==> config.mk <==
export PLATFORM = sky130hd
export DESIGN_NAME = amdc_adc_emulator
export DESIGN_NICKNAME = d
export VERILOG_FILES = /design/src/rtl/amdc_adc_emu_pkg.sv /design/src/rtl/amdc_sync_edge.sv /design/src/rtl/amdc_adc_emulator.sv
export SDC_FILE = /design/constraint.sdc
export NUM_CORES = 1
export LEC_CHECK = 0
export ABC_AREA = 1
export CELL_PAD_IN_SITES_DETAIL_PLACEMENT = 1
export CELL_PAD_IN_SITES_GLOBAL_PLACEMENT = 1
export CORE_ASPECT_RATIO = 1.25
export CORE_UTILIZATION = 35
export DETAILED_ROUTE_END_ITERATION = 10
export PLACE_DENSITY = 0.78
export REMOVE_ABC_BUFFERS = 1
export SETUP_SLACK_MARGIN = 0.3
export SLEW_MARGIN = 20
export SYNTH_ARGS = -nofsm -noshare
export SYNTH_HDL_FRONTEND = slang
export SYNTH_HIERARCHICAL = 1
export SYNTH_SLANG_ARGS = --single-unit
==> constraint.sdc <==
create_clock -name clk -period 1.8 [get_ports clk]
set_clock_uncertainty 0.1 [all_clocks]
set_input_delay 0.36 -clock clk [delete_from_list [all_inputs] [get_ports clk]]
set_output_delay 0.36 -clock clk [all_outputs]
set_load 0.005 [all_outputs]
==> src/rtl/amdc_adc_emu_pkg.sv <==
// Shared types and defaults for the AD4011 dual-channel responder model.
//   state_e          : controller states (IDLE / CONV / SHIFT)
//   DATA_WIDTH_DEF   : bits per frame per channel
//   CONV_CYCLES_DEF  : clk cycles from detected cnv rise to MSB presentation
//   CNT_W_DEF        : conversion counter width (2**CNT_W_DEF > CONV_CYCLES_DEF)
//   CLK_PERIOD_PS    : clk period, 200 MHz
package amdc_adc_emu_pkg;

  typedef enum logic [1:0] {
    ST_IDLE  = 2'd0,
    ST_CONV  = 2'd1,
    ST_SHIFT = 2'd2
  } state_e;

  localparam int DATA_WIDTH_DEF  = 18;
  localparam int CONV_CYCLES_DEF = 60;
  localparam int CNT_W_DEF       = 8;
  localparam int CLK_PERIOD_PS   = 5000;

endpackage

==> src/rtl/amdc_sync_edge.sv <==
// Three-flop synchroniser for an asynchronous pin, with edge pulses taken
// from the last two stages so they are metastability-safe.
//   clk, rst_n : clock, async active-low reset (all flops clear to 0)
//   async_i    : asynchronous input pin
//   rise_o     : one-cycle pulse, s2 & ~s3
//   fall_o     : one-cycle pulse, ~s2 & s3
// An edge on async_i is acted on by downstream logic at the 3rd clk edge.
module amdc_sync_edge (
  input  logic clk,
  input  logic rst_n,
  input  logic async_i,
  output logic rise_o,
  output logic fall_o
);

  logic s1_q, s2_q, s3_q;

  always_ff @(posedge clk or negedge rst_n) begin
    if (!rst_n) begin
      s1_q <= 1'b0;
      s2_q <= 1'b0;
      s3_q <= 1'b0;
    end else begin
      s1_q <= async_i;
      s2_q <= s1_q;
      s3_q <= s2_q;
    end
  end

  assign rise_o = s2_q & ~s3_q;
  assign fall_o = ~s2_q & s3_q;

endmodule

==> src/rtl/amdc_adc_emulator.sv <==
// Responder-side model of a dual-channel AD4011 18-bit SPI ADC.
// A cnv rise snapshots data_x_in/data_y_in, a conversion delay is emulated,
// then both words are shifted out MSB-first on each sclk falling edge.
//   clk, rst_n          : clock, async active-low reset
//   cnv, sclk           : asynchronous master lines (sclk idles low)
//   data_x_in/data_y_in : words returned on the next frame
//   clr_err             : clears overrun / early_sclk (a coincident set wins)
//   miso_x, miso_y      : registered serial data, 0 outside SHIFT
//   busy                : registered, high in CONV or SHIFT
//   frame_done          : one-cycle pulse after the last bit's sclk fall
//   overrun             : sticky, cnv rose while busy
//   early_sclk          : sticky, sclk fell during CONV
//
// state | meaning
// IDLE  | waiting for cnv rise, miso held at 0, sclk ignored
// CONV  | emulated conversion time, miso held at 0
// SHIFT | presenting shx/shy MSBs, shifting on each sclk fall
module amdc_adc_emulator
  import amdc_adc_emu_pkg::*;
#(
  parameter int DATA_WIDTH  = DATA_WIDTH_DEF,
  parameter int CONV_CYCLES = CONV_CYCLES_DEF,
  parameter int CNT_W       = CNT_W_DEF
) (
  input  logic                  clk,
  input  logic                  rst_n,
  input  logic                  cnv,
  input  logic                  sclk,
  input  logic [DATA_WIDTH-1:0] data_x_in,
  input  logic [DATA_WIDTH-1:0] data_y_in,
  input  logic                  clr_err,
  output logic                  miso_x,
  output logic                  miso_y,
  output logic                  busy,
  output logic                  frame_done,
  output logic                  overrun,
  output logic                  early_sclk
);

  localparam int BIT_W = (DATA_WIDTH > 1) ? $clog2(DATA_WIDTH) : 1;
  localparam logic [CNT_W-1:0] CONV_LAST = CNT_W'(CONV_CYCLES - 1);
  localparam logic [BIT_W-1:0] BIT_LAST  = BIT_W'(DATA_WIDTH - 1);

  logic cnv_rise, cnv_fall_unused;
  logic sclk_rise_unused, sclk_fall;

  amdc_sync_edge u_sync_cnv (
    .clk    (clk),
    .rst_n  (rst_n),
    .async_i(cnv),
    .rise_o (cnv_rise),
    .fall_o (cnv_fall_unused)
  );

  amdc_sync_edge u_sync_sclk (
    .clk    (clk),
    .rst_n  (rst_n),
    .async_i(sclk),
    .rise_o (sclk_rise_unused),
    .fall_o (sclk_fall)
  );

  state_e                state_q, state_d;
  logic [DATA_WIDTH-1:0] shx_q, shx_d, shy_q, shy_d;
  logic [CNT_W-1:0]      conv_cnt_q, conv_cnt_d;
  logic [BIT_W-1:0]      bit_cnt_q, bit_cnt_d;
  logic                  miso_x_q, miso_x_d, miso_y_q, miso_y_d;
  logic                  busy_q, busy_d;
  logic                  frame_done_q, frame_done_d;
  logic                  overrun_q, overrun_d, early_q, early_d;
  logic                  ovr_set, early_set;

  always_ff @(posedge clk or negedge rst_n) begin
    if (!rst_n) begin
      state_q      <= ST_IDLE;
      shx_q        <= '0;
      shy_q        <= '0;
      conv_cnt_q   <= '0;
      bit_cnt_q    <= '0;
      miso_x_q     <= 1'b0;
      miso_y_q     <= 1'b0;
      busy_q       <= 1'b0;
      frame_done_q <= 1'b0;
      overrun_q    <= 1'b0;
      early_q      <= 1'b0;
    end else begin
      state_q      <= state_d;
      shx_q        <= shx_d;
      shy_q        <= shy_d;
      conv_cnt_q   <= conv_cnt_d;
      bit_cnt_q    <= bit_cnt_d;
      miso_x_q     <= miso_x_d;
      miso_y_q     <= miso_y_d;
      busy_q       <= busy_d;
      frame_done_q <= frame_done_d;
      overrun_q    <= overrun_d;
      early_q      <= early_d;
    end
  end

  always_comb begin
    state_d      = state_q;
    shx_d        = shx_q;
    shy_d        = shy_q;
    conv_cnt_d   = conv_cnt_q;
    bit_cnt_d    = bit_cnt_q;
    frame_done_d = 1'b0;
    ovr_set      = 1'b0;
    early_set    = 1'b0;

    // cnv rise beats everything, including a coincident sclk fall.
    if (cnv_rise) begin
      ovr_set    = (state_q != ST_IDLE);
      shx_d      = data_x_in;
      shy_d      = data_y_in;
      conv_cnt_d = '0;
      bit_cnt_d  = '0;
      state_d    = ST_CONV;
    end else begin
      case (state_q)
        ST_IDLE: begin
        end
        ST_CONV: begin
          early_set  = sclk_fall;
          conv_cnt_d = conv_cnt_q + CNT_W'(1);
          if (conv_cnt_q == CONV_LAST) state_d = ST_SHIFT;
        end
        ST_SHIFT: begin
          if (sclk_fall) begin
            shx_d     = {shx_q[DATA_WIDTH-2:0], 1'b0};
            shy_d     = {shy_q[DATA_WIDTH-2:0], 1'b0};
            bit_cnt_d = bit_cnt_q + BIT_W'(1);
            if (bit_cnt_q == BIT_LAST) begin
              frame_done_d = 1'b1;
              state_d      = ST_IDLE;
            end
          end
        end
        default: state_d = ST_IDLE;
      endcase
    end

    // Outputs are computed from next state so the MSB is on the pin in the
    // very first SHIFT cycle and miso drops the same edge the frame ends.
    miso_x_d  = (state_d == ST_SHIFT) ? shx_d[DATA_WIDTH-1] : 1'b0;
    miso_y_d  = (state_d == ST_SHIFT) ? shy_d[DATA_WIDTH-1] : 1'b0;
    busy_d    = (state_d != ST_IDLE);
    overrun_d = ovr_set | (overrun_q & ~clr_err);
    early_d   = early_set | (early_q & ~clr_err);
  end

  assign miso_x     = miso_x_q;
  assign miso_y     = miso_y_q;
  assign busy       = busy_q;
  assign frame_done = frame_done_q;
  assign overrun    = overrun_q;
  assign early_sclk = early_q;

endmodule
# Word-level counts from Yosys, hierarchy flattened
# Index checks and enable logic that the tools add are counted.
[classes]
muxes = 25
multipliers = 0
magnitude_cmp = 0
eq_ne = 5
shift = 0
div = 0
bitwise = 9
reduce_logical = 7
n_addsub = 2
[op_table]
columns = ["cell", "n"]
rows = [
  ["18-bit 2-to-1 mux", 6],
  ["8-bit 2-to-1 mux", 2],
  ["5-bit 2-to-1 mux", 3],
  ["2-bit nonzero test", 5],
  ["1-bit 2-to-1 mux", 9],
  ["8-bit by 1-bit adder with 8-bit output, second input constant", 1],
  ["8-bit by 6-bit == test with 1-bit output, second input constant", 1],
  ["2-bit 2-to-1 mux", 4],
  ["2-bit one-hot mux with 3 select lines", 1],
  ["5-bit by 1-bit adder with 5-bit output, second input constant", 1],
  ["5-bit == test, second input constant", 1],
  ["1-bit bitwise AND", 4],
  ["2-bit == test, second input constant", 2],
  ["1-bit NOT", 3],
  ["2-bit by 1-bit == test with 1-bit output, second input constant", 1],
  ["2-bit zero test", 1],
  ["1-bit bitwise OR", 2],
  ["2-bit AND reduction", 1],
]
[totals]
in_bits = 41
output_inout_bits = 6
elab_cells = 67
mem_bits_ro = 0
ff_bits = 63
mem_count = 0
latch_bits = 0
mem_bits_rw = 0

# Longest topological paths before layout
# Gate-level depths: netlist (run 1).
[logic_depth]
depth_word = 7
ltp_mapped = 10
mapped_depth_nobuf = 9

# Cells and area by module
# Netlist (run 1), hierarchy kept.
[modules_own_cells]
columns = ["module", "area_per_inst_um2", "seq_area_each_um2", "cells_each", "n_inst"]
rows = [
  ["amdc_adc_emulator", 2696.3, 1426.4, 309, 1],
  ["amdc_sync_edge", 90.1, 75.1, 7, 2],
]

# Least setup slack after synthesis (run 1)
# No wires, ideal clock.
[synth_path]
kind = "reg2reg"
startpoint = "register u_sync_sclk.s2_q"
endpoint = "register shx_q[1]"
t_required_ns = 1.573
path_buffers = 1
period_less_slack_ns = 1.507
path_stages_with_launch = 8
slack_ns = 0.293
setup_ns = 0.127
t_arrival_ns = 1.280
path_cell_list = "dfrtp_1 -> nor2_1 -> nand3_4 -> nand2_4 -> inv_4 -> buf_6 -> nand2_1 -> o211ai_2"
[synth_between]
elab_chain_len = 4
[synth_rtl]
columns = ["item", "line_no", "rtl"]
rows = [
  ["from (decl)", "amdc_sync_edge.sv:16", "logic s1_q, s2_q, s3_q;"],
  ["from (signal assigned)", "amdc_sync_edge.sv:25", "s2_q <= s1_q;"],
  ["1-bit NOT", "amdc_sync_edge.sv:31", "assign fall_o = ~s2_q & s3_q;"],
  ["1-bit bitwise AND", "amdc_sync_edge.sv:31", ""],
  ["named net sclk_fall", "amdc_adc_emulator.sv:45", "logic sclk_rise_unused, sclk_fall;"],
  ["2-bit nonzero test (no source line)", "-", ""],
  ["2-bit AND reduction (no source line)", "-", ""],
  ["to (signal assigned)", "amdc_adc_emulator.sv:76", "shx_q <= '0;"],
  ["to (signal assigned)", "amdc_adc_emulator.sv:88", "shx_q <= shx_d;"],
  ["to (decl)", "amdc_adc_emulator.sv:64", "logic [DATA_WIDTH-1:0] shx_q, shx_d, shy_q, shy_d;"],
]
# The timed path passes the listed nets, and every way through them passes these cells.
# A chain may end at the register's enable or synchronous reset.

# Final worst setup path (run 1)
[layout_path]
startpoint = "register overrun_q, in the netlist overrun"
endpoint = "output overrun"
[layout_rtl]
columns = ["item", "line_no", "rtl"]
rows = [
  ["from (decl)", "amdc_adc_emulator.sv:70", "logic overrun_q, overrun_d, early_q, early_d;"],
  ["from (signal assigned)", "amdc_adc_emulator.sv:96", "overrun_q <= overrun_d;"],
  ["to (decl)", "amdc_adc_emulator.sv:36", "output logic overrun,"],
]
# No word-level cell between the ends.

==> results.cfg, run 1 <==
[grt]
grt_overflow_total = 0
grt_pass1_vias = 2448
globalRouteTotalUtil_pct = 17.2
grt_antenna_before_repair = 0
grt_pass1_wl_um = 11500
grt_max_degree = 52

[clock_tree]
numCtsBuffers = 9
clkTransAtPathRegs_ps = 60
cts_root_buf = clkbuf_8
cts_buffer_depth = 2
numClockSinks = 63
htreeDepth = 3
cts_tree = built
clock_latency_ps = 340

[detailed_routing]
viasPerCell = 4.85
drtIter0Drc = 88
vias = 2314
totalWireLength_um = 6490
ant_nets = 0
drt_pass1_iterations = 4
drc = 0
wl_per_cell_um = 13.6

[critical_path]
critPathArrivalTime_ps = 970
worst-path-max-fanout = 2
crit_chain = dlygate4sd2_1
critPathSlowestCell = dfrtp_1
endpoint_kind = output pin
worstPathRequired_ps = 1340
cp_num_buf_inv = 1
critPathKind = reg2out
start_kind = flop
cpLargestDelayFamily = flip-flops
slowest_delay_ps = 370

[floorplanning]
die_h_um = 103
rows = 36
ios = 47
start_util_pct = 36.5
core_area_um2 = 7840
die_w_um = 82.9
die_area_um2 = 8540

[timing]
hold_violations = 0
finalSetupViolCount = 0
rsz0062_at_grt = false
fin_crit_ps = 1430
tightest_slew_ps = 316
tns_ps = 0
slew_viol_final = 0
min_period_over_period_pct = 79.5
worst_slack_ps = 369
fmax_mhz = 699
slew_headroom_pct = 79.0

[placed_design]
post-place-ws_ps = 180
hpwlAfterDp_um = 4490
gp_congestion = 0.737
placement.cell_area_um2 = 3400
io_buffers = 46

[synthesis]
syn_area_um2 = 2860
synth_cells = 319
syn_area_per_cell_um2 = 8.97
synth_warnings = 6

[worst_hold_path]
min_path_type = reg2reg

[cells_and_area]
area_growth_pct = 28.6
nets = 423
layout-drive-gt1-share_pct = 14.1
antenna_cells = 0
stdcell_area_um2 = 3680
utilization_pct = 46.9

[power]
power.leakage_nw = 1.76
finalPower_w = 0.00317
max-vdd-ir-drop_uv = 498
power_density_nw_per_um2 = 861

[run]
cap_violations = 0

[outcome]
status = finished, final reports clean
where the power goes:
group          internal (W)  leakage, nW  switching [W]  total, W
Clock              0.000559       0.0854       0.000511   0.00107
Combinational      0.000217        0.887       0.000233  0.000450
Sequential          0.00157        0.787      0.0000815   0.00165
stage by stage:
stage,hold slack [ps],cells
after floorplan,-35.6,307
final,261,477
after global placement,169,453
after global routing,278,477
after CTS,269,471
after detailed placement,172,453
metal layers:
metal  part of all wire, %  global-route usage (%)  up-vias  routed length (um)
met3                   2.8                    3.68        8                 183
li1                      -                       -     1142                   -
met1                    44                    19.9     1125                2830
met5                     0                       0        -                   0
met4                   1.3                    7.43        0                  85
met2                    52                    30.9       39                3390
cell type report:
cell class              count  area, um^2
repair buffers             60         576
fillers                   945        4160
well taps                  95         119
flip-flops and latches     63        1580
inverters                  42         173
multi-input cells         203        1070
clock buffers              13         159
clock inverters             1        5.00
repair_timing:
action,in CTS,in global routing
gates resized for setup,9,11
cloned,0,1
hold endpoints to repair,12,0
pin swaps,0,3
endpoints found under the setup margin,44,37
setup buffers,3,5
hold buffers,1,0
placed cells by master (no fill, tap or decap), types with 2 or more instances in the layout:
cell type and count:
dfrtp_1 63, dlygate4sd2_1 6, o211ai_1 15, o211ai_2 9
nand2_1 109, clkbuf_1 2, clkdlybuf4s50_1 39, ha_1 3
o21ai_0 7, nor2_2 3, nand2_2 5, inv_2 3
nor2_1 12, inv_1 36, buf_6 2, buf_4 10
nand3_4 2, a21oi_1 7, clkbuf_8 11, nand4_1 4
nand3_1 18
final timing paths:
check / to / slack, ps / from / cells past startpoint
min reg2reg: u_sync_sclk/s2_q / 260 / u_sync_sclk/s1_q / 0
max: overrun / 370 / overrun / 1
max reg2reg: shy_q[10] / 400 / u_sync_sclk/s2_q / 6
max in group asynchronous: conv_cnt_q[6] / 670 / rst_n / 3
min in group asynchronous: busy / 350 / rst_n / 2
min: u_sync_sclk/s2_q / 260 / u_sync_sclk/s1_q / 0
state kept, by name (all words and copies together), names as in the netlist:
signal,count
shx_q,18
early_sclk,1
bit_cnt_q,5
conv_cnt_q,8
miso_y,1
overrun,1
u_sync_cnv/s1_q,1
u_sync_cnv/s3_q,1
u_sync_cnv/s2_q,1
u_sync_sclk/s2_q,1
shy_q,18
miso_x,1
busy,1
frame_done,1
state_q,2
u_sync_sclk/s1_q,1
u_sync_sclk/s3_q,1
(Power assumes the default switching activity.)
==> run 2: changes to the inputs <==
--- a/config.mk
+++ b/config.mk
@@ -11,7 +11,7 @@
 export CORE_ASPECT_RATIO = 1.25
 export CORE_UTILIZATION = 35
 export DETAILED_ROUTE_END_ITERATION = 10
-export PLACE_DENSITY = 0.78
+export PLACE_DENSITY = 0.8
 export REMOVE_ABC_BUFFERS = 1
 export SETUP_SLACK_MARGIN = 0.3
 export SLEW_MARGIN = 20
==> constraint.sdc (replaced) <==
create_clock -name clk -period 1.2 [get_ports clk]
set_clock_uncertainty 0.1 [all_clocks]
set_input_delay 0.24 -clock clk [delete_from_list [all_inputs] [get_ports clk]]
set_output_delay 0.24 -clock clk [all_outputs]
set_load 0.005 [all_outputs]
==> run 2 against run 1 <==
- the flow now finishes with violations (negative setup slack)
- clock-buffer cell count shrank 1
- non-clock buffer count increased by 21
- largest cell class unchanged
- final cell count increased by 4.4%
- critical path depth increased by 9
- register-to-register slack lost 580 ps
- worst setup slack lost 550 ps
- power increased by 66%
- die area unchanged
- critical endpoint is now miso_y
- final area increased by 10%
==> results.cfg, run 2 (synthesis gave the netlist of run 1 again) <==
[worst_hold_path]
whs_endpoint = u_sync_cnv/s1_q
min-delay-start = cnv
min_path_type = in2reg
hold_path_depth = 1

[detailed_routing]
drtIter0Drc = 84
drc = 0
wl_per_cell_um = 14.5
viasPerCell = 4.87
ant_nets = 0
vias = 2424
totalWireLength_um = 7240
drt_pass1_iterations = 4

[timing]
min_period_over_period_pct = 115
hold_violations = 0
slew_headroom_pct = 76.4
worst_slack_ps = -179
rsz0062_at_grt = true
tns_ps = -6800
finalSetupViolCount = 56
tightest_slew_ps = 353
whs_ps = 232
fin_crit_ps = 1380
slew_viol_final = 0
fmax_mhz = 725

[critical_path]
critPathArrivalTime_ps = 1520
ff2ff_setup_slack_ps = -180
rr_startpoint = u_sync_cnv/s2_q
endpoint_kind = flop
r2r_cells = 10
r2r_end = miso_y
start_kind = flop
worst-path-max-fanout = 5
worstPathRequired_ps = 1350
critPathKind = reg2reg

[outcome]
status = finished with violations
violations = negative setup slack

[cells_and_area]
area_growth_pct = 41.4
final_cell_mix = 94 x nand2_1, 62 x dfrtp_1, 39 x clkdlybuf4s50_1
largestRegisters = shx_q (18), shy_q (18), conv_cnt_q (8)
stdcell_area_um2 = 4050
final_common_cell = nand2_1
antenna_cells = 0
nets = 443
layout-drive-gt1-share_pct = 29.3

[clock_tree]
cts_root_buf = clkbuf_8
cts_tree = built
cts_buffer_depth = 2
numCtsBuffers = 9
clkTransAtPathRegs_ps = 70
htreeDepth = 3
clock_latency_ps = 350
numClockSinks = 63

[power]
max-vdd-ir-drop_uv = 721
power.leakage_nw = 1.90
finalPower_w = 0.00525
power_density_nw_per_um2 = 1300

[grt]
grt_pass1_wl_um = 12600
grt_overflow_total = 0
grt_max_degree = 64
globalRouteTotalUtil_pct = 19.2
grt_pass1_vias = 2628
grt_antenna_before_repair = 0

[floorplanning]
rows = 36
ios = 47
start_util_pct = 36.5
core_area_um2 = 7840
die_area_um2 = 8540
die_w_um = 82.9
die_h_um = 103

[placed_design]
placement.cell_area_um2 = 3600
gp_congestion = 0.803
io_buffers = 46
hpwlAfterDp_um = 5090

[run]
cap_violations = 0
## run 2: changes by cell type in the layout (fill, tap and decap cells not counted), moves of 6 or more
cell | previous run | this run
buf_4 | 10 | 20
buf_6 | 2 | 8
dlygate4sd2_1 | 6 | 0
nand2_2 | 5 | 17
o21ai_0 | 7 | 1
nand2_1 | 109 | 94
## run 2: stage by stage
stage | setup WS, ps | util, % | cells
2_1_floorplan | -1930 | - | 307
3_3_place_gp | -151 | 45.9 | 476
3_5_place_dp | -247 | 45.9 | 476
4_1_cts | -192 | 50.5 | 495
5_1_grt | -269 | 51.6 | 498
6_report | -179 | 51.6 | 498
## run 2: worst max-delay path by stage
stage          slack [ps]              from  depth (start not counted)   endpoint
2_1_floorplan       -1930   u_sync_cnv/s2_q                          7  shx_q[10]
3_3_place_gp         -150   u_sync_cnv/s3_q                          9     miso_y
5_1_grt              -270  u_sync_sclk/s3_q                          7  shx_q[12]
4_1_cts              -190  u_sync_sclk/s2_q                          7  shx_q[13]
3_5_place_dp         -250   u_sync_cnv/s3_q                          9     miso_y
6_report             -180   u_sync_cnv/s2_q                         10     miso_y
## run 2: timing repair
action | 4_1_cts | 5_1_grt
buffers inserted | 3 | 3
setup endpoints to repair | 63 | 63
resized for setup | 71 | 24
pin swaps | 19 | 12
hold buffers | 1 | 0
hold endpoints to repair | 63 | 0
## run 2: layer usage
layer	track usage, %	up-vias	part of all wire [%]
met5	0	-	0
met4	6.63	0	2.0
met3	5.44	13	3.4
met2	35.0	51	53
met1	21.7	1191	42
li1	-	1169	-
## run 2: cell type report
class	instances	area, um^2
Fill cell	907	3790
Sequential cell	63	1580
Multi-Input combinational cell	202	1190
Timing Repair Buffer	81	786
Inverter	42	178
Clock buffer	12	155
Tap cell	95	119
Clock inverter	3	42.5
## run 2: report_power, final
part	switching, W	internal [W]
logic	0.000433	0.000445
clock network	0.000821	0.00106
registers	0.000141	0.00235
total	0.00140	0.00385
## run 2: worst max-delay path: stages, from the launching register on
cell,delay (ps)
dfrtp_1,360
inv_2,50
nor2_4,150
clkinv_4,110
buf_8,150
nand2_4,80
nor2_4,40
nand3_2,60
nand2_2,60
nand2_1,60
inv_1,40
==> run 3: changes to the inputs <==
--- a/config.mk
+++ b/config.mk
@@ -6,14 +6,13 @@
 export NUM_CORES = 1
 export LEC_CHECK = 0
 export ABC_AREA = 1
-export CELL_PAD_IN_SITES_DETAIL_PLACEMENT = 1
-export CELL_PAD_IN_SITES_GLOBAL_PLACEMENT = 1
 export CORE_ASPECT_RATIO = 1.25
 export CORE_UTILIZATION = 35
 export DETAILED_ROUTE_END_ITERATION = 10
-export PLACE_DENSITY = 0.8
+export PLACE_DENSITY = 0.65
 export REMOVE_ABC_BUFFERS = 1
 export SETUP_SLACK_MARGIN = 0.3
+export SKIP_CTS_REPAIR_TIMING = 1
 export SLEW_MARGIN = 20
 export SYNTH_ARGS = -nofsm -noshare
 export SYNTH_HDL_FRONTEND = slang
==> run 3 against run 2 <==
- the flow finishes with violations (negative hold slack, negative setup slack)
- hold slack got worse by 550 ps
- routed wire length is 9.7% lower
- utilization down 0.064 points
- critical path depth decreased by 1
- sequential share of layout area hardly changed
- final area down 0.12%
- worst setup slack better by 24 ps
- non-clock buffer count up 1
- largest cell class unchanged
- sequential cell count is the same
- combinational power down 5.2%
==> results.cfg, run 3 (synthesis gave the netlist of run 1 again) <==
[timing]
min_period_over_period_pct = 113
whs_ps = -313
fin_crit_ps = 1350
fmax_mhz = 738
tightest_slew_ps = 303
hold_violations = 63
rsz0062_at_grt = true
finalSetupViolCount = 54
slew_headroom_pct = 79.8
slew_viol_final = 0
worst_slack_ps = -155

[clock_tree]
numCtsBuffers = 9
cts_tree = built
clkTransAtPathRegs_ps = 70
numClockSinks = 63
cts_buffer_depth = 2
clock_latency_ps = 330
htreeDepth = 3
cts_root_buf = clkbuf_8

[outcome]
violations = negative hold slack, negative setup slack
status = finished with violations

[floorplanning]
ios = 47
start_util_pct = 36.5
rows = 36
core_area_um2 = 7840
die_area_um2 = 8540
die_w_um = 82.9
die_h_um = 103

[critical_path]
critPathSlowestCell = dfrtp_1
slowest_delay_ps = 370
critPathArrivalTime_ps = 1490
start_kind = flop
critPathKind = reg2reg
endpoint_kind = flop
worst-path-max-fanout = 5
cpLargestDelayFamily = buffers and inverters
worstPathRequired_ps = 1330
cp_num_buf_inv = 5
crit_chain = inv_2 > nor2_4 > clkinv_4 > buf_12 > buf_12 > nand3_1 > nand2_1 > nand2_1 > inv_1

[grt]
grt_antenna_before_repair = 0
globalRouteTotalUtil_pct = 16.3
grt_pass1_wl_um = 10800
grt_overflow_total = 0
grt_pass1_vias = 2334
grt_max_degree = 34

[power]
power.leakage_nw = 1.91
max-vdd-ir-drop_uv = 759
p_switching_w = 0.00133
pwr-share-clk_pct = 33.9
swShare_pct = 26.6
power_density_nw_per_um2 = 1240
p_comb_share_pct = 16.6
internal_power_w = 0.00368
pwr-share-seq_pct = 49.5

[cells_and_area]
stdcell_area_um2 = 4040
regArea_um2 = 1580
nFillCells = 751
layout-drive-gt1-share_pct = 26.7
nets = 444
final_cell_mix = 99 x nand2_1, 62 x dfrtp_1, 39 x clkdlybuf4s50_1
area_growth_pct = 41.2
multi_input_area_um2 = 1160
largestRegisters = shx_q (18), shy_q (18), conv_cnt_q (8)
final_common_cell = nand2_1
antenna_cells = 0

[detailed_routing]
vias = 2403
drt_pass1_iterations = 4
drtIter0Drc = 80
ant_nets = 0
wl_per_cell_um = 13.1
drc = 0
totalWireLength_um = 6540
viasPerCell = 4.82

[placed_design]
placement.cell_area_um2 = 3630
hpwlAfterDp_um = 4470
gp_congestion = 0.856
io_buffers = 46

[run]
cap_violations = 0

[worst_hold_path]
min_path_type = in2async
## run 3: path summary, 6_finish.rpt
check / end / startpoint / depth (start not counted) / slack [ps]
worst max-delay path: miso_y / u_sync_cnv/s2_q / 9 / -150
worst min-delay path: conv_cnt_q[1] / rst_n / 1 / -310
worst max register to register: miso_y / u_sync_cnv/s2_q / 9 / -150
worst min register to register: u_sync_cnv/s2_q / u_sync_cnv/s1_q / 0 / 250
max in group asynchronous: state_q[1] / rst_n / 2 / 850
min in group clk: u_sync_cnv/s2_q / u_sync_cnv/s1_q / 0 / 250
## run 3: stage by stage
stage / cells / setup WS [ps] / total power [W] / TNS [ps] / util, %
global placement: 476 / -175 / 0.00319 / -5830 / 46.4
CTS: 491 / -345 / 0.00495 / -10340 / 48.7
floorplan: 307 / -1930 / 0.00284 / -97360 / -
global route: 499 / -287 / 0.00531 / -11120 / 51.6
finish: 499 / -155 / 0.00502 / -6190 / 51.6
detailed placement: 476 / -218 / 0.00322 / -7550 / 46.4
## run 3: cell type report
type | instances | area share [%]
tap | 95 | 2.94
clock inverter | 3 | 0.433
multi-input combinational | 202 | 28.6
clock buffer | 12 | 4.09
sequential | 63 | 39.0
inverter | 42 | 4.27
timing repair buffer | 82 | 20.6
## run 3: worst reg2reg max path: cells and delay by family (launching register included)
kind | cells | cell delay, ps
DFF | 1 | 370
and+or+nand+nor | 4 | 310
buffers and inverters | 5 | 470
## run 3: power by group through the flow
stage / Clock (W) / Sequential (W) / Combinational, W
2_1_floorplan: 0 / 0.00247 / 0.000361
3_3_place_gp: 0 / 0.00249 / 0.000696
3_5_place_dp: 0 / 0.00250 / 0.000717
4_1_cts: 0.00176 / 0.00246 / 0.000721
5_1_grt: 0.00187 / 0.00251 / 0.000929
6_report: 0.00170 / 0.00248 / 0.000832
## run 3: metal layers
layer / part of all wire [%] / track usage [%]
met1: 43 / 19.5
met2: 51 / 28.0
met3: 4.3 / 4.32
met4: 1.5 / 7.43
met5: 0 / 0
